===== config.mk =====
export PLATFORM = sky130hd
export DESIGN_NAME = rx_flow_monitor
export DESIGN_NICKNAME = d
export VERILOG_FILES = /design/src/rtl/rx_flow_monitor.sv
export SDC_FILE = /design/constraint.sdc
export NUM_CORES = 1
export LEC_CHECK = 0
export BUFFER_PORTS_ARGS = -buffer_cell sky130_fd_sc_hd__buf_2
export CORE_UTILIZATION = 55
export DETAILED_ROUTE_END_ITERATION = 10
export GPL_TIMING_DRIVEN = 0
export MAX_ROUTING_LAYER = met4
export PLACE_DENSITY_LB_ADDON = 0.3
export SETUP_SLACK_MARGIN = 0.2
export SLEW_MARGIN = 20
export SYNTH_ARGS = -nofsm -noshare
export SYNTH_HDL_FRONTEND = slang
export SYNTH_SLANG_ARGS = --single-unit

===== constraint.sdc =====
create_clock -name clk -period 7.3 [get_ports clk]
set_input_delay 0 -clock clk [delete_from_list [all_inputs] [get_ports clk]]
set_output_delay 0 -clock clk [all_outputs]
set_load 0.01 [all_outputs]

===== src/rtl/rx_flow_monitor.sv =====
// rx_flow_monitor: passive AXI-Stream sink that classifies received frames by
// flow (destination MAC byte 5) and keeps per-flow frame/byte counters, plus
// optional BAD/RUNT/UNMATCHED error counters, readable over AXI-Lite.
// Optional feature macro: RX_FLOW_MONITOR_ERR_EN enables the three error
// counters; without it those registers read 0 (errored frames are still
// excluded from the per-flow counters).
module rx_flow_monitor #(
    parameter int N_FLOWS          = 2,
    parameter int MIN_FRAME_LENGTH = 60,
    parameter int AXIL_ADDR_WIDTH  = 32,
    parameter int AXIL_DATA_WIDTH  = 32
) (
    input  logic                         clk,
    input  logic                         rst_n,
    input  logic [63:0]                  s_axis_tdata,
    input  logic [7:0]                   s_axis_tkeep,
    input  logic                         s_axis_tvalid,
    output logic                         s_axis_tready,
    input  logic                         s_axis_tlast,
    input  logic                         s_axis_tuser,
    input  logic [AXIL_ADDR_WIDTH-1:0]   s_axil_awaddr,
    input  logic [2:0]                   s_axil_awprot,
    input  logic                         s_axil_awvalid,
    output logic                         s_axil_awready,
    input  logic [AXIL_DATA_WIDTH-1:0]   s_axil_wdata,
    input  logic [AXIL_DATA_WIDTH/8-1:0] s_axil_wstrb,
    input  logic                         s_axil_wvalid,
    output logic                         s_axil_wready,
    output logic [1:0]                   s_axil_bresp,
    output logic                         s_axil_bvalid,
    input  logic                         s_axil_bready,
    input  logic [AXIL_ADDR_WIDTH-1:0]   s_axil_araddr,
    input  logic [2:0]                   s_axil_arprot,
    input  logic                         s_axil_arvalid,
    output logic                         s_axil_arready,
    output logic [AXIL_DATA_WIDTH-1:0]   s_axil_rdata,
    output logic [1:0]                   s_axil_rresp,
    output logic                         s_axil_rvalid,
    input  logic                         s_axil_rready
);

    localparam logic [31:0] MIN_LEN_U  = 32'(MIN_FRAME_LENGTH);
    localparam logic [31:0] N_FLOWS_U  = 32'(N_FLOWS);
    localparam logic [7:0]  N_FLOWS_B  = 8'(N_FLOWS);

    typedef enum logic {
        ST_FIRST = 1'b0,
        ST_MID   = 1'b1
    } state_e;

    // Number of valid bytes in a beat (tkeep is contiguous, but counting bits
    // is just as cheap and tolerates any pattern).
    function automatic logic [3:0] popcount8(input logic [7:0] v);
        logic [3:0] c;
        c = 4'd0;
        for (int i = 0; i < 8; i++) begin
            c = c + {3'd0, v[i]};
        end
        return c;
    endfunction

    // 16-bit add that sticks at 0xFFFF instead of wrapping.
    function automatic logic [15:0] sat_add16(input logic [15:0] a, input logic [15:0] b);
        logic [16:0] s;
        s = {1'b0, a} + {1'b0, b};
        return s[16] ? 16'hFFFF : s[15:0];
    endfunction

    state_e      state_q, state_d;
    logic [7:0]  flow_q, flow_d;
    logic [15:0] len_q, len_d;
    logic [7:0]  frame_flow;
    logic [15:0] frame_len;

    logic beat_acc;
    logic commit;
    logic is_bad, is_runt, is_unm, is_good;

    logic        awready_q, awready_d;
    logic        bvalid_q, bvalid_d;
    logic        arready_q, arready_d;
    logic        rvalid_q, rvalid_d;
    logic [AXIL_DATA_WIDTH-1:0] rdata_q, rdata_d;
    logic        wr_fire, rd_fire, clr;
    logic [5:0]  wr_idx, rd_idx;
    logic [31:0] rd_word;

    logic [31:0] frames_q [N_FLOWS];
    logic [31:0] bytes_q  [N_FLOWS];

    // The monitor never stalls the MAC; it only refuses beats while in reset.
    assign s_axis_tready = rst_n;
    assign beat_acc      = s_axis_tvalid && s_axis_tready;
    assign commit        = beat_acc && s_axis_tlast;

    // Frame tracker: next state plus the flow/length as they stand after this beat.
    always_comb begin
        state_d    = state_q;
        flow_d     = flow_q;
        len_d      = len_q;
        frame_flow = (state_q == ST_FIRST) ? s_axis_tdata[47:40] : flow_q;
        frame_len  = sat_add16((state_q == ST_FIRST) ? 16'h0000 : len_q,
                               {12'h000, popcount8(s_axis_tkeep)});
        if (beat_acc) begin
            state_d = s_axis_tlast ? ST_FIRST : ST_MID;
            flow_d  = frame_flow;
            len_d   = frame_len;
        end
    end

    // Frame tracker state register.
    always_ff @(posedge clk or negedge rst_n) begin
        if (!rst_n) begin
            state_q <= ST_FIRST;
            flow_q  <= 8'h00;
            len_q   <= 16'h0000;
        end else begin
            state_q <= state_d;
            flow_q  <= flow_d;
            len_q   <= len_d;
        end
    end

    // Classification in priority order: bad, then runt, then unmatched flow.
    assign is_bad  = s_axis_tuser;
    assign is_runt = !is_bad && ({16'h0000, frame_len} < MIN_LEN_U);
    assign is_unm  = !is_bad && !is_runt && ({24'h000000, frame_flow} >= N_FLOWS_U);
    assign is_good = !is_bad && !is_runt && !is_unm;

    // A counter clear takes precedence over a frame committed in the same cycle.
    always_ff @(posedge clk or negedge rst_n) begin
        if (!rst_n) begin
            for (int f = 0; f < N_FLOWS; f++) begin
                frames_q[f] <= 32'h0;
                bytes_q[f]  <= 32'h0;
            end
        end else if (clr) begin
            for (int f = 0; f < N_FLOWS; f++) begin
                frames_q[f] <= 32'h0;
                bytes_q[f]  <= 32'h0;
            end
        end else if (commit && is_good) begin
            for (int f = 0; f < N_FLOWS; f++) begin
                if (frame_flow == 8'(f)) begin
                    frames_q[f] <= frames_q[f] + 32'd1;
                    bytes_q[f]  <= bytes_q[f] + {16'h0000, frame_len};
                end
            end
        end
    end

`ifdef RX_FLOW_MONITOR_ERR_EN
    logic [31:0] bad_q, runt_q, unm_q;

    // Error counters, cleared alongside the per-flow counters.
    always_ff @(posedge clk or negedge rst_n) begin
        if (!rst_n) begin
            bad_q  <= 32'h0;
            runt_q <= 32'h0;
            unm_q  <= 32'h0;
        end else if (clr) begin
            bad_q  <= 32'h0;
            runt_q <= 32'h0;
            unm_q  <= 32'h0;
        end else if (commit) begin
            if (is_bad)  bad_q  <= bad_q + 32'd1;
            if (is_runt) runt_q <= runt_q + 32'd1;
            if (is_unm)  unm_q  <= unm_q + 32'd1;
        end
    end
`endif

    // AXI-Lite handshakes: one outstanding write and one outstanding read.
    assign wr_idx  = s_axil_awaddr[7:2];
    assign rd_idx  = s_axil_araddr[7:2];
    assign wr_fire = awready_q && s_axil_awvalid && s_axil_wvalid;
    assign rd_fire = arready_q && s_axil_arvalid;
    assign clr     = wr_fire && (wr_idx == 6'd0) && s_axil_wdata[0];

    // Register read mux; unmapped offsets read as zero.
    always_comb begin
        rd_word = 32'h0;
        if (rd_idx == 6'd0) rd_word = {N_FLOWS_B, 24'h000000};
`ifdef RX_FLOW_MONITOR_ERR_EN
        if (rd_idx == 6'd1) rd_word = bad_q;
        if (rd_idx == 6'd2) rd_word = runt_q;
        if (rd_idx == 6'd3) rd_word = unm_q;
`endif
        for (int f = 0; f < N_FLOWS; f++) begin
            if (rd_idx == 6'(4 + 2 * f)) rd_word = frames_q[f];
            if (rd_idx == 6'(5 + 2 * f)) rd_word = bytes_q[f];
        end
    end

    // AXI-Lite next-state: ready pulses for one cycle, valids held until taken.
    always_comb begin
        awready_d = s_axil_awvalid && s_axil_wvalid && !bvalid_q && !awready_q;
        arready_d = s_axil_arvalid && !rvalid_q && !arready_q;
        bvalid_d  = bvalid_q;
        rvalid_d  = rvalid_q;
        rdata_d   = rdata_q;
        if (wr_fire) begin
            bvalid_d = 1'b1;
        end else if (s_axil_bready) begin
            bvalid_d = 1'b0;
        end
        if (rd_fire) begin
            rvalid_d = 1'b1;
            rdata_d  = rd_word;
        end else if (s_axil_rready) begin
            rvalid_d = 1'b0;
        end
    end

    // AXI-Lite channel registers.
    always_ff @(posedge clk or negedge rst_n) begin
        if (!rst_n) begin
            awready_q <= 1'b0;
            bvalid_q  <= 1'b0;
            arready_q <= 1'b0;
            rvalid_q  <= 1'b0;
            rdata_q   <= '0;
        end else begin
            awready_q <= awready_d;
            bvalid_q  <= bvalid_d;
            arready_q <= arready_d;
            rvalid_q  <= rvalid_d;
            rdata_q   <= rdata_d;
        end
    end

    assign s_axil_awready = awready_q;
    assign s_axil_wready  = awready_q;
    assign s_axil_bvalid  = bvalid_q;
    assign s_axil_bresp   = 2'b00;
    assign s_axil_arready = arready_q;
    assign s_axil_rvalid  = rvalid_q;
    assign s_axil_rdata   = rdata_q;
    assign s_axil_rresp   = 2'b00;

    // Inputs that carry no information for this block (prot, strobes, payload).
    logic unused_ok;
    assign unused_ok = ^{s_axis_tdata, s_axil_awaddr, s_axil_awprot, s_axil_wdata,
                         s_axil_wstrb, s_axil_araddr, s_axil_arprot};

endmodule

* Yosys cells after proc, flatten, opt, wreduce, memory -nomap -nowiden
Index checks and enable logic that the tools add are counted.
** Word-level totals
- Bits in registers :: 189
- Input port bits :: 188
- Output and inout bits :: 42
- Logic and storage cells :: 86
** Operators by class
- Add/subtract/negate cells :: 12
- Order comparisons :: 2
- Equality and inequality tests :: 5
- Multiplexer cells :: 21
- Reductions and logical operators :: 34
** Operators with widths (number)
- 32-bit 2-to-1 mux :: 8
- 64-bit 2-to-1 mux :: 4
- 32-bit by 1-bit adder with 32-bit output (second input constant) :: 2
- 32-bit by 16-bit adder with 32-bit output :: 2
- 16-bit 2-to-1 mux :: 2
- 26-bit 2-to-1 mux :: 1
- 6-bit by 3-bit == test with 1-bit output (second input constant) :: 4
- 16-bit by 4-bit adder with 17-bit output :: 1
- 1-bit logical AND :: 17
- 4-bit by 1-bit adder with 4-bit output :: 4
- 16-bit by 6-bit < comparator with 1-bit output (second input constant) :: 1
- 6-bit logical NOT :: 2
- 2-bit nonzero test :: 5
- 8-bit by 1-bit == test with 1-bit output (second input constant) :: 1
- 8-bit by 2-bit greater-or-equal comparator with 1-bit output (second input constant) :: 1
- 8-bit logical NOT :: 1
- 8-bit 2-to-1 mux :: 1
- 1-bit logical NOT :: 7
- 1-bit 2-to-1 mux :: 5
- 3-bit by 1-bit adder with 4-bit output :: 1
- 2-bit AND reduction :: 2
- 2-bit by 1-bit adder with 3-bit output :: 1
- 1-bit by 1-bit adder with 2-bit output :: 1

* Logic depth before layout (Yosys ltp)
Gate-level depths: netlist (run 1).
- Depth in word-level cells :: 19
- Mapped depth :: 24
- Depth with buffers taken out :: 21

* Worst setup path before layout (run 1)
Ideal clock, no wire load.
- Path kind :: register to register
- Start point :: register state_q
- End point :: register bytes_q[54] (netlist bit)
- Setup time :: 0.136 ns
- Data arrival time :: 5.576 ns
- Data required time :: 7.164 ns
- Slack :: 1.587 ns
- Cell stages (with the launch flop) :: 24
- Buffers on the path :: 5
- Period minus slack after synthesis :: 5.713 ns
- Path through :: dfrtp_1 > buf_4 > buf_2 > buf_2 > nand2_1 > fa_1 > fa_1 > fa_1 > inv_1 > fa_1 > nand3_1 > nand2_1 > nand4_1 > clkbuf_1 > nand2_1 > ha_1 > fa_1 > a221o_1 > a2111oi_0 > o31ai_1 > a31oi_1 > clkbuf_1 > or4_1 > a21oi_1
** Between the ends
- Cells in the longest elaborated chain, start to end :: 13
** Ends and longest elaborated chain
- start: declaration :: RTL line 69 : state_e state_q, state_d;
- start signal: assignment :: RTL line 118 : state_q <= state_d;
- 16-bit 2-to-1 mux (*) :: RTL line 102 : frame_len = sat_add16((state_q == ST_FIRST) ? 16'h0000 : len_q,
- 16-bit by 4-bit adder with 17-bit output (*) :: RTL line 65 : s = {1'b0, a} + {1'b0, b};
- 16-bit 2-to-1 mux (*) :: RTL line 66 : return s[16] ? 16'hFFFF : s[15:0];
- named net frame_len[0] :: RTL line 73 : logic [15:0] frame_len;
- 16-bit by 6-bit < comparator with 1-bit output :: RTL line 126 : assign is_runt = !is_bad && ({16'h0000, frame_len} < MIN_LEN_U);
- 1-bit logical AND :: RTL line 126
- 1-bit logical NOT :: RTL line 127, 128
- 1-bit logical AND :: RTL line 127, 128
- 1-bit logical AND :: RTL line 127 : assign is_unm = !is_bad && !is_runt && ({24'h000000, frame_flow} >= N_FLOWS_U);
- 1-bit logical NOT :: RTL line 128 : assign is_good = !is_bad && !is_runt && !is_unm;
- 1-bit logical AND :: RTL line 128
- 1-bit logical AND :: RTL line 142 : end else if (commit && is_good) begin
- 2-bit nonzero test (no source line)
- 2-bit AND reduction (no source line)
- end signal: indexed assignment :: RTL line 146 : bytes_q[f] <= bytes_q[f] + {16'h0000, frame_len};
- end: declaration :: RTL line 89 : logic [31:0] bytes_q [N_FLOWS];
The timed path passes the listed nets; every way through them passes the cells marked *. The select of a mux whose other input is x is not followed.
A chain may end at the register's enable or synchronous reset.

* Worst setup path after layout (run 1)
Same ends and word-level chain as after synthesis.

==> run summary, run 1 <==
The flow ran to the end, and the final reports show no timing, DRC or antenna violations. The tightest min-delay check is of the in -> reg type. OpenSTA, run right after detailed placement, puts the worst setup slack at -0.05381 ns. The number of DRC violations after detailed routing is 0. The die area came out at 0.02237 sq mm.

The source-to-sink clock delay at the later pin of the worst-skew pair came out at 0.45 ns. The most used flip-flop cell after synthesis is sky130_fd_sc_hd__dfrtp_1. The initial antenna violation count is 0. The maximum buffer depth of the clock tree is 2. The worst setup path is launched from a register.

The number of cells after detailed placement is 1690. The setup violation total in the final timing report came out at 0. The maximum fanout count along the critical path is 10. Excluding fillers, the count of instances in the completed layout stands at 1741.

Of all flip-flops after synthesis, the portion carrying an async set or reset was 100.0%. Counting flops with a built-in enable in the synthesized netlist gives 0. The initial core utilization came out at 56.62%. The time the final worst path needs with I/O delays and setup is 6.738 ns. The critical setup path kind is reg -> reg. The final routed wirelength across all metal layers came out at 33.58 mm. The die span in x is 149.6 um. The required time of the worst setup path came out at 7.62 ns.

The design area came out at 0.01357 sq mm. Once routing completed, OpenROAD measured the worst setup slack at 0.5620 ns. The leakage power of the design is 0.006153 uW. The ratio of final minimum period to clock period is 92.30%. The data arrival time of the worst path came out at 7.06 ns. The first-pass GRT wire length came out at 53.88 mm.

A synthesized cell averages 8.978 sq um. The actual slew at the worst max-slew pin is 0.7942 ns. The vertical extent of the die is 149.6 um. On the final layout, the worst clock skew is 0.01679 ns. The detailed-router iteration count before antenna repair came out at 5.

The number of top-level design ports came out at 230. The hold violation total from the final report came out at 0. Entering global routing, the biggest net connects 99 pins. The aggregate global routing overflow came out at 0. The TritonCTS buffer count is 17. The post-synthesis cell area came out at 0.01198 sq mm. In the final routed layout, each cell accounts on average for 19.29 um. Detailed placement ended at an HPWL of 24.61 mm. The worst slack on hold paths is 0.008943 ns.

The number of port buffers came out at 76. The region available for standard cell placement spans 0.02115 sq mm. The Yosys warning count came out at 0. The H-tree depth came out at 4. The cell area power density came out at 184.5 mW/mm^2. The instance area at placement came out at 0.01278 sq mm. The fraction of final layout cells with drive strength greater than 1 is 13.37%.

The worst IR drop on VDD is 0.1575 mV. Routability-driven placement finished with a final weighted congestion of 0.9753. The worst slew slack as a fraction of its limit is 46.69%. STA classifies the critical path endpoint as a register. Leaving out fill and tap cells, the most frequent cell in the layout is sky130_fd_sc_hd__nand2_1. The library cells used most frequently in the layout, excluding fill and tap cells, are sky130_fd_sc_hd__nand2_1 (221), sky130_fd_sc_hd__dfrtp_1 (189), sky130_fd_sc_hd__a21oi_1 (115), sky130_fd_sc_hd__buf_2 (85), sky130_fd_sc_hd__o21ai_0 (79). The starting DRC count in detailed routing came out at 1034.

Setup repair after global routing left no endpoint under its margin. The number of nets still failing antenna checks after routing is 0. The final-stage net count is 1696. The number of buffers inserted to repair setup after CTS came out at 0.

Counting every sink on the clock net gives 189. The number of antenna repair diodes is 0. The via count of the first global-routing pass came out at 10480. The number of cell rows is 53. The sum of internal, switching and leakage power is 2503 uW. The root buffer cell is sky130_fd_sc_hd__clkbuf_16.

The final route contains 11170 vias. The TritonCTS clock tree is built. Synthesis produced a netlist whose cell count is 1334. The area growth from synthesis to layout came out at 13.30%.

The register bit total from synthesis came out at 189. The average vias per placed instance is 6.414. The post-CTS clock slew at the launch and capture registers of the worst setup and hold paths came out at 0.08 ns. The max-capacitance violation count came out at 0. The count of cell types in the netlist came out at 78. Static timing analysis puts the maximum clock frequency at 0.1484 GHz. The share of the yosys chip area belonging to registers came out at 39.49%.

The total global-route track usage came out at 31.89%. The number of pins exceeding their max-slew limit in the final report came to 0.
-- metrics by stage --
stage	setup TNS (ns)	util (%)
floorplan	0	-
global placement	0	60.09
detailed placement	-0.2014	60.40
CTS	0	64.13
global route	0	64.15
finish	0	64.15
-- cells by family (layout without fill, tap and decap cells) --
group | Yosys count | count (layout) | share of synthesized area, %
compound gates | 371 | 371 | 20.77
xor+xnor | 34 | 34 | 2.486
fa+ha+maj | 55 | 55 | 6.185
buf+inv | 107 | 236 | 4.242
flops | 189 | 189 | 39.49
mux | 48 | 48 | 4.273
other cells | 1 | 4 | 0.03131
simple gates | 529 | 529 | 22.52
-- routing by layer --
layer / track usage, % / up-vias / wire length [um] / share of wire (%)
li1: - / 5150 / - / -
met1: 42.08 / 5428 / 14350 / 43
met2: 50.81 / 518 / 16040 / 48
met3: 4.238 / 71 / 2428 / 7.2
met4: 10.15 / 0 / 761 / 2.3
met5: - / - / 0 / 0
-- report_power, final --
| part | switching (uW) | internal [uW] | leakage (uW) |
|---|---|---|---|
| clock network | 491 | 463 | 0.000286 |
| registers | 29.2 | 1080 | 0.00259 |
| logic | 259 | 179 | 0.00328 |
| total | 779 | 1720 | 0.00615 |
-- cell usage after synthesis (6+ instances only) --
library cell,number,share of area (%)
sky130_fd_sc_hd__or4_1,28,1.8
sky130_fd_sc_hd__a21o_1,11,0.69
sky130_fd_sc_hd__nor3_1,26,1.1
sky130_fd_sc_hd__nand4b_1,6,0.44
sky130_fd_sc_hd__mux2_2,17,1.6
sky130_fd_sc_hd__or2_2,8,0.42
sky130_fd_sc_hd__xor2_1,12,0.88
sky130_fd_sc_hd__inv_1,29,0.91
sky130_fd_sc_hd__dfrtp_1,189,39
sky130_fd_sc_hd__nand2b_1,35,1.8
sky130_fd_sc_hd__and2_1,9,0.47
sky130_fd_sc_hd__buf_6,7,0.66
sky130_fd_sc_hd__a221oi_1,32,2.3
sky130_fd_sc_hd__nand4_1,24,1.3
sky130_fd_sc_hd__nand3_1,43,1.8
sky130_fd_sc_hd__ha_1,48,5.0
sky130_fd_sc_hd__and3_1,20,1.0
sky130_fd_sc_hd__a21oi_1,115,4.8
sky130_fd_sc_hd__xnor2_1,22,1.6
sky130_fd_sc_hd__clkbuf_1,50,1.6
sky130_fd_sc_hd__nor2_1,44,1.4
sky130_fd_sc_hd__mux2i_1,29,2.4
sky130_fd_sc_hd__o31ai_1,27,1.7
sky130_fd_sc_hd__o21ai_0,79,3.3
sky130_fd_sc_hd__or3_1,27,1.4
sky130_fd_sc_hd__a31oi_1,11,0.57
sky130_fd_sc_hd__a22o_1,31,2.3
sky130_fd_sc_hd__o21a_1,8,0.50
sky130_fd_sc_hd__buf_2,10,0.42
sky130_fd_sc_hd__nor4_1,9,0.47
sky130_fd_sc_hd__fa_1,7,1.2
sky130_fd_sc_hd__nand2_1,221,6.9
sky130_fd_sc_hd__buf_4,11,0.69
sky130_fd_sc_hd__o211ai_1,8,0.50
-- worst paths after layout --
check / start / to / slack, ns / depth (start not counted)
max reg2reg: state_q / bytes_q[54] / 0.56 / 23
max: state_q / bytes_q[54] / 0.56 / 23
max in group asynchronous: rst_n / len_q[11] / 6.20 / 4
min reg2reg: s_axil_arready / s_axil_arready / 0.45 / 1
min: s_axis_tkeep[4] / len_q[0] / 0.009 / 4
min in group asynchronous: rst_n / frames_q[38] / 0.14 / 3
-- worst max-delay path, stage by stage, from the launching register on --
cell and delay [ns]:
sky130_fd_sc_hd__dfrtp_1 0.38, sky130_fd_sc_hd__buf_4 0.18, sky130_fd_sc_hd__buf_2 0.25, sky130_fd_sc_hd__buf_2 0.28
sky130_fd_sc_hd__nand2_1 0.11, sky130_fd_sc_hd__fa_1 0.49, sky130_fd_sc_hd__fa_1 0.52, sky130_fd_sc_hd__fa_1 0.19
sky130_fd_sc_hd__inv_1 0.06, sky130_fd_sc_hd__fa_1 0.40, sky130_fd_sc_hd__nand3_1 0.11, sky130_fd_sc_hd__nand2_1 0.20
sky130_fd_sc_hd__nand4_1 0.35, sky130_fd_sc_hd__clkbuf_2 0.31, sky130_fd_sc_hd__nand2_1 0.20, sky130_fd_sc_hd__ha_1 0.26
sky130_fd_sc_hd__fa_1 0.45, sky130_fd_sc_hd__a221o_1 0.40, sky130_fd_sc_hd__a2111oi_2 0.45, sky130_fd_sc_hd__o31ai_1 0.22
sky130_fd_sc_hd__a31oi_1 0.30, sky130_fd_sc_hd__clkbuf_2 0.28, sky130_fd_sc_hd__or4_1 0.14, sky130_fd_sc_hd__a21oi_1 0.06
-- registers in the layout, indices dropped and copies added, names as in the netlist --
| signal | cells |
|---|---|
| bytes_q | 64 |
| flow_q | 8 |
| frames_q | 64 |
| len_q | 16 |
| s_axil_arready | 1 |
| s_axil_awready | 1 |
| s_axil_bvalid | 1 |
| s_axil_rdata | 32 |
| s_axil_rvalid | 1 |
| state_q | 1 |
-- layout make-up --
cell class,instances,area [sq um]
fill,1744,7585
multi-input combinational,1041,6756
sequential,189,4730
timing repair buffer,97,635.6
clock buffer,17,425.4
buffer,78,401.6
tap,275,344.1
clock inverter,15,167.7
inverter,29,108.9
-- what timing repair did --
item                                    in CTS  in global routing
hold endpoints to repair                   112                  0
hold buffers                                19                  0
resized for setup                            2                  4
endpoints found under the setup margin       6                 19
Note: power is estimated with default switching activity, not from simulation.
==> run 2: changes to the inputs <==
Settings changed: PLACE_DENSITY from default to 0.81, PLACE_DENSITY_LB_ADDON 0.3 to default.
==> run 2 against run 1 <==
Compared with the run above: sequential power is essentially flat; die area stayed put; wire length shrank 1.2%; setup slack better by 0.077 ns; critical path depth up 1; combinational power about the same; utilization is 0.12 points lower; clock skew is 0.0047 ns lower; register-to-register slack improved by 0.08 ns; sequential share of layout area increased by 0.065 points; final cell count is 0.11% lower; maximum frequency up 1.2%; critical path type unchanged; critical endpoint is now bytes_q[51]; largest cell class unchanged.
==> run summary, run 2 (same netlist as run 1, synthesis figures left out) <==
Leaving out fill and tap cells, the most frequent cells in the layout are sky130_fd_sc_hd__nand2_1 (221), sky130_fd_sc_hd__dfrtp_1 (189), sky130_fd_sc_hd__a21oi_1 (115), sky130_fd_sc_hd__buf_2 (85), sky130_fd_sc_hd__o21ai_0 (79). The H-tree generated during clock tree synthesis spans 4 levels. The aggregate global routing overflow came out at 0. Counting the fill cells in the layout gives 1757. After the last flow step, the layout net total stands at 1694.

The tool flagged a number of max-cap violations equal to 0. The endpoint class of the critical path is a register. Setup slack on the critical path of the routed design comes to 0.6386 ns. The largest stage delay on the critical path is 0.63 ns. The share of total power in combinational logic is 17.4%. The floorplan has 53 rows. The number of DRC violations after detailed routing came out at 0. The final routed wirelength across all metal layers is 33.16 mm. Prior to clock tree synthesis, the placed netlist has a worst setup slack of 0.2238 ns. Registers are responsible for 44.0% of the overall power. At the pin with the least slew margin, the transition time is 0.7886 ns. The tree is rooted in a sky130_fd_sc_hd__clkbuf_16. The die covers 0.02237 sq mm. The critical setup path kind is reg -> reg. The data arrival time of the worst path came out at 6.97 ns. The area growth from synthesis to layout is 13.09%. The time the final worst path needs with I/O delays and setup came out at 6.661 ns. The analysis attributes to cell leakage a power of 0.006135 uW.

The initial antenna violation count is 0. The ratio of final minimum period to clock period came out at 91.25%. At the worst endpoint, the required time is 7.61 ns. From bottom edge to top edge, the die measures 149.6 um. The HPWL after detailed placement is 24.50 mm. The number of nets still failing antenna checks after routing came out at 0. The number of pins exceeding their max-slew limit in the final report was 0. Dividing total power by cell area gives a power density of 186.4 mW/mm^2. Summing all flip-flop and latch instances after layout gives 0.004730 sq mm. The classification of the worst-slack hold path is in -> reg. The worst slew slack as a fraction of its limit is 47.07%. The setup skew after layout is 0.01211 ns. Summing over every cut layer, the via total after detailed routing is 11010. The maximum buffer depth of the clock tree came out at 2. The congestion estimate from routability-driven global placement came to 0.9445.

The power spent charging and discharging nets came out at 747.2 uW. The via count of the first global-routing pass is 10210. The hold violation total from the final report came out at 0.

Input and output buffers added on the ports amount to 76. For this design, the slowest cell found on the critical path is sky130_fd_sc_hd__a311oi_1. CTS saw 189 sinks. Along the worst path, the maximum fanout reaches 10. The number of antenna repair diodes came out at 0. Of the total power, the share spent switching nets is 29.59%. Once the floorplan was initialized, standard cells occupied 56.62% of the core. The area of the core region came out at 0.02115 sq mm. The highest clock rate is 0.1501 GHz.

The fraction of final layout cells with drive strength greater than 1 is 13.32%. The clock share of power is 38.6%. Setup repair after global routing left no endpoint under its margin. The post-CTS clock slew at the launch and capture registers of the worst setup and hold paths came out at 0.08 ns.

The final-layout setup total negative slack is 0 ns. During I/O placement, the number of pins put on the boundary was 230. The total global-route track usage is 31.28%. Setup violations remaining at the end of the flow were counted as 0.

The source-to-sink clock delay at the later pin of the worst-skew pair is 0.44 ns. TritonCTS built the clock tree. Before antenna repair, the detailed router went through 5 iterations.

The TritonCTS buffer count came out at 17. The die is 149.6 um wide. The starting DRC count in detailed routing came out at 939.

The first-pass GRT wire length came out at 52.95 mm. The average vias per placed instance came out at 6.333. The critical path goes through buf_4 > buf_2 > buf_2 > nand2_1 > fa_1 > fa_1 > fa_1 > inv_1 > fa_1 > nand3_1 > nand2_1 > nand4_1 > clkbuf_2 > nand2_1 > ha_1 > a21o_1 > a221o_1 > nand3_1 > o21ba_2 > a311oi_1 > clkbuf_1 > nand2_1 > o21ai_0 > a21oi_1. After detailed routing, the average wire length per cell comes to 19.07 um. The area taken by multi-input logic gates came out at 0.006756 sq mm. The internal power summed over all cells came out at 1778 uW.

The most frequent standard cell in the layout excluding fill and tap cells is sky130_fd_sc_hd__nand2_1. The run finished with clean final reports. The maximum number of pins on one net before global-route repair is 101. STA classifies the critical path startpoint as a register.

The worst IR drop on VDD is 0.1445 mV.
run 2: changes by cell type in the layout (fill, tap and decap cells not counted), sizes merged:
cell / delta
clkinv: -1
dlygate4sd3: -1
buf: -1
clkinvlp: +2
bufinv: +2
inv: -3
run 2: metrics by stage:
| step | hold slack, ns | power (uW) | utilization (%) | std cells | area, sq um |
|---|---|---|---|---|---|
| final | 0.06514 | 2525 | 64.03 | 1739 | 13540 |
| after global routing | 0.1143 | 2616 | 64.03 | 1739 | 13540 |
| after CTS | 0.06451 | 2522 | 63.99 | 1739 | 13540 |
| after detailed placement | 0.06732 | 1561 | 60.27 | 1689 | 12750 |
| after global placement | 0.1823 | 1536 | 60.09 | 1688 | 12710 |
| after floorplan | -0.2956 | 1426 | - | 1337 | 11990 |
run 2: path summary, 6_finish.rpt:
| path | startpoint | end | slack, ns | depth (start not counted) |
|---|---|---|---|---|
| max | state_q | bytes_q[51] | 0.64 | 24 |
| min in group asynchronous | rst_n | s_axil_rdata[9] | 0.15 | 2 |
| min | s_axis_tkeep[4] | len_q[0] | 0.07 | 4 |
| min reg2reg | s_axil_arready | s_axil_arready | 0.45 | 1 |
| max in group asynchronous | rst_n | bytes_q[63] | 6.23 | 3 |
| max reg2reg | state_q | bytes_q[51] | 0.64 | 24 |
run 2: cell type report:
type | count | share of cell area, %
Sequential cell | 189 | 34.92
Buffer | 78 | 2.965
Clock buffer | 17 | 3.141
Clock inverter | 15 | 1.330
Tap cell | 275 | 2.540
Multi-Input combinational cell | 1041 | 49.88
Inverter | 29 | 0.8037
Timing Repair Buffer | 95 | 4.416
run 2: power groups by stage:
stage / clock (uW) / sequential (uW) / combinational [uW]
2_1_floorplan: 0 / 1120 / 302
3_3_place_gp: 0 / 1130 / 406
3_5_place_dp: 0 / 1130 / 429
4_1_cts: 972 / 1110 / 439
5_1_grt: 1010 / 1120 / 491
6_report: 974 / 1110 / 440
run 2: worst max-delay path: cells and delay by family, from the launching register on:
kind                     cells  cell delay [ns]
adder cells (fa/ha/maj)      5             1.83
AO/OA/AOI/OAI                6             1.57
buffers and inverters        6             1.47
AND/OR/NAND/NOR              7             1.26
flip-flops                   1             0.38
run 2: timing repair:
item	CTS	global route
resized for setup	1	5
hold buffers	18	0
endpoints found under the setup margin	4	11
buffers inserted	0	0
hold endpoints to repair	104	0
run 2: layer usage:
metal / track usage (%) / wire [um] / vias to the layer above
met5: - / 0 / -
met3: 3.963 / 2149 / 46
li1: - / - / 5154
met1: 41.28 / 14370 / 5372
met2: 50.60 / 15940 / 441
met4: 8.571 / 699 / 0
==> run 3: changes to the inputs <==
Settings changed: ABC_AREA from default to 1, PLACE_DENSITY 0.81 to 0.8.
==> run 3 against run 2 <==
Compared with the run above: maximum frequency rose by 13%; largest cell class unchanged; combinational power up 55%; largest power group unchanged; die area increased by 21%; clock-buffer cell count grew 3.
==> run summary, run 3 <==
The area taken by multi-input logic gates came out at 0.008567 sq mm. The number of cell rows came out at 59. CTS saw 189 sinks.

Dividing the synthesized area by the synthesized cell count gives 6.876 sq um. The maximum number of pins on one net before global-route repair is 90. The actual slew at the worst max-slew pin came out at 0.9952 ns.

Across all register-to-register paths, the minimum setup slack is 1.38 ns. The classification of the worst-slack hold path is in -> reg. The biggest area contributor in the post-synthesis netlist is sky130_fd_sc_hd__dfrtp_1.

The largest individual stage delay along the critical path comes from the cell sky130_fd_sc_hd__fa_1. The vertical extent of the die came out at 164.4 um. The number of top-level design ports is 230. The required time of the worst setup path is 7.69 ns.

The number of cell instances on the worst register-to-register path is 28. The number of DRC violations after detailed routing came out at 0. The initial core utilization came out at 55.83%. By area, the combinational part of the netlist is dominated by simple AND/OR/NAND/NOR gates. The number of buffers inserted to repair setup after CTS came out at 0. The largest single stage delay on the critical path is 0.51 ns. The post-synthesis xor/xnor area fraction came out at 6.037%. The initial antenna violation count is 0. The combined buffer and inverter count along the critical path came out at 6. The weighted congestion reported at the end of routability-driven placement is 1.012. The hold-critical path depth came out at 6. Data on the critical path arrives at its endpoint at 6.31 ns.

Total power for the finished layout comes to 2753 uW. The die is 164.4 um wide. CTS built an H-tree with a depth of 4. The TritonCTS clock tree is built. Setup repair after global routing left no endpoint under its margin. The smallest clock period supported by the final layout is computed as 5.917 ns.

The final-stage net count came out at 2472. The number of instances in the synthesized netlist is 2110. The flow ran to the end, and the final reports show no timing, DRC or antenna violations. The commonest cells after synthesis are sky130_fd_sc_hd__nand2_1 (663), sky130_fd_sc_hd__nor2_1 (274), sky130_fd_sc_hd__dfrtp_1 (189), sky130_fd_sc_hd__inv_1 (178), sky130_fd_sc_hd__nand3_1 (144). Of all nets on the critical path, the largest fanout is 10. The hold violation total from the final report is 0. The share of the yosys chip area belonging to registers came out at 32.60%.

Clock tree synthesis selected as its root buffer the cell sky130_fd_sc_hd__clkbuf_16. The final-layout setup total negative slack came out at 0 ns. Of the cells placed in the final design, the portion with a size suffix greater than 1 is 11.02%. Summed over all layers, the global routing overflow is 0.

The critical path in this run is classified as reg -> reg. The starting DRC count in detailed routing came out at 1624. The synthesized netlist devotes 39.70% of its cell area to simple gates. The area of the core region came out at 0.02598 sq mm. The setup skew after layout is 0.01896 ns. Derived from the worst setup path, the maximum achievable clock frequency is 0.1690 GHz. The share of flip-flops with an asynchronous set or reset after synthesis is 100.0%.

The synthesized-area fraction occupied by ao, oa, aoi and oai cells came out at 8.038%. The max-capacitance violation count is 0. The average vias per placed instance came out at 5.758. The number of port buffers came out at 76. The post-CTS clock slew at the launch and capture registers of the worst setup and hold paths is 0.08 ns. The worst register-to-register path begins at state_q. The clock passes through at most 2 buffers.

The cell area power density came out at 170.5 mW/mm^2. The floorplan step defined a die boundary enclosing 0.02703 sq mm. The cell family contributing the most delay on the critical path is adder cells. The ratio of final minimum period to clock period came out at 81.05%. The number of nets still failing antenna checks after routing is 0. The via count of the first global-routing pass came to 13660.

Dividing the detail-routed wire length by the instance count gives 18.48 um. The path with the worst hold slack has its endpoint at bytes_q[46]. The number of flops mapped to enable cells by yosys came out at 0. The worst register-to-register path ends at bytes_q[30]. Across the VDD grid, the largest voltage drop is 0.1687 mV. The setup violation total in the final timing report came out at 0. Summing the areas of all fa, ha and maj instances in the mapped netlist gives 5.106% of the synthesized area. The number of pins exceeding their max-slew limit in the final report is 0. After the flow finishes, the layout carries non-filler instances totaling 2577. The first global-routing pass estimated 74.45 mm of wire. For this design the static power due to leakage is 0.007564 uW. The count of cell types in the netlist is 53.

The share of the synthesized area in the top cell type came out at 32.60%. After synthesis the netlist holds a flip-flop and latch count of 189. The worst slack on hold paths came out at 0.03512 ns.

Across all layers, the routed design uses 14840 vias. The worst hold path begins at s_axis_tuser. The source-to-sink clock delay at the later pin of the worst-skew pair came out at 0.46 ns.

The total global-route track usage is 37.20%. 0 antenna diodes ended up in the layout. The worst pin sits at a relative slew slack of 33.65%. For this run, the leading register cell type out of synthesis is sky130_fd_sc_hd__dfrtp_1.

The Yosys warning count came out at 0. The register cell area after layout came out at 0.004730 sq mm. By area the synthesized netlist is led by sky130_fd_sc_hd__dfrtp_1 (33%), sky130_fd_sc_hd__nand2_1 (17%), sky130_fd_sc_hd__nor2_1 (7.1%).

The TritonCTS buffer count came out at 17. The multiplexer share of the synthesized area is 0.06900%. In the layout the commonest cells are sky130_fd_sc_hd__nand2_1 (663), sky130_fd_sc_hd__nor2_1 (274), sky130_fd_sc_hd__dfrtp_1 (189), sky130_fd_sc_hd__inv_1 (178), sky130_fd_sc_hd__nand3_1 (144).

The most frequent standard cell in the layout excluding fill and tap cells is sky130_fd_sc_hd__nand2_1. Counting the fill cells in the layout gives 2438. Among the stages of the critical path, the cell type that occurs most often is sky130_fd_sc_hd__nand2_1. The endpoint class of the critical path is a register.

The number of cells after detailed placement is 2526. STA classifies the critical path startpoint as a register. The detailed-router iteration count before antenna repair came out at 6. The area growth from synthesis to layout came out at 11.32%. The placed wire-length estimate after detailed placement came out at 37.29 mm. The post-synthesis cell area came out at 0.01451 sq mm. The final routed wirelength across all metal layers is 47.62 mm.

sky130_fd_sc_hd__nand2_1 is the most common cell in the netlist.
[run 3: final cells by class]
class                           instances  share of cell area, %
Buffer                                 84                  3.316
Clock buffer                           20                  2.766
Clock inverter                         12                 0.8057
Inverter                              183                  4.253
Multi-Input combinational cell       1657                  53.04
Sequential cell                       189                  29.28
Tap cell                              335                  2.595
Timing Repair Buffer                   97                  3.936
[run 3: layer usage]
metal / track usage (%) / routed length (um)
met1: 50.30 / 20820
met5: - / 0
met4: 12.64 / 1530
met3: 5.726 / 3998
met2: 56.89 / 21280
[run 3: where the power goes]
group	switching, uW	internal, uW	total [uW]
Sequential	30.8	1080	1110
Clock	469	490	959
Combinational	422	259	681
[run 3: worst max path at each step]
stage	startpoint	endpoint	slack, ns	depth (start not counted)
6_report	state_q	bytes_q[30]	1.38	28
5_1_grt	state_q	bytes_q[30]	0.92	28
4_1_cts	state_q	bytes_q[30]	1.41	28
3_5_place_dp	state_q	bytes_q[30]	1.45	28
3_3_place_gp	rst_n	bytes_q[43]	1.49	11
2_1_floorplan	state_q	bytes_q[50]	2.46	27
[run 3: timing repair]
item                                   CTS  global route
endpoints found under the hold margin  205             0
hold buffers                            19             0
resized for setup                        0             0
[run 3: kinds of logic after synthesis]
family / Yosys count
compound gates: 209
xor+xnor: 100
fa+ha+maj: 55
buf+inv: 267
flops: 189
mux: 1
other cells: 1
simple gates: 1288
[run 3: worst reg2reg max path: cells and delay by family (launching register included)]
family / cells / cell delay [ns]
AOI/OAI and AO/OA: 4 / 1.20
adders and majority gates: 6 / 1.97
buffers and inverters: 6 / 0.88
DFF: 1 / 0.35
and+or+nand+nor: 12 / 1.45
[run 3: metrics by stage]
step           setup WS [ns]  utilization (%)  instance area [sq um]
6_report               1.383            62.15                  16150
5_1_grt               0.9179            62.15                  16150
4_1_cts                1.405            62.15                  16150
3_5_place_dp           1.447            59.20                  15380
3_3_place_gp           1.485            58.95                  15320
2_1_floorplan          2.461                -                  14520
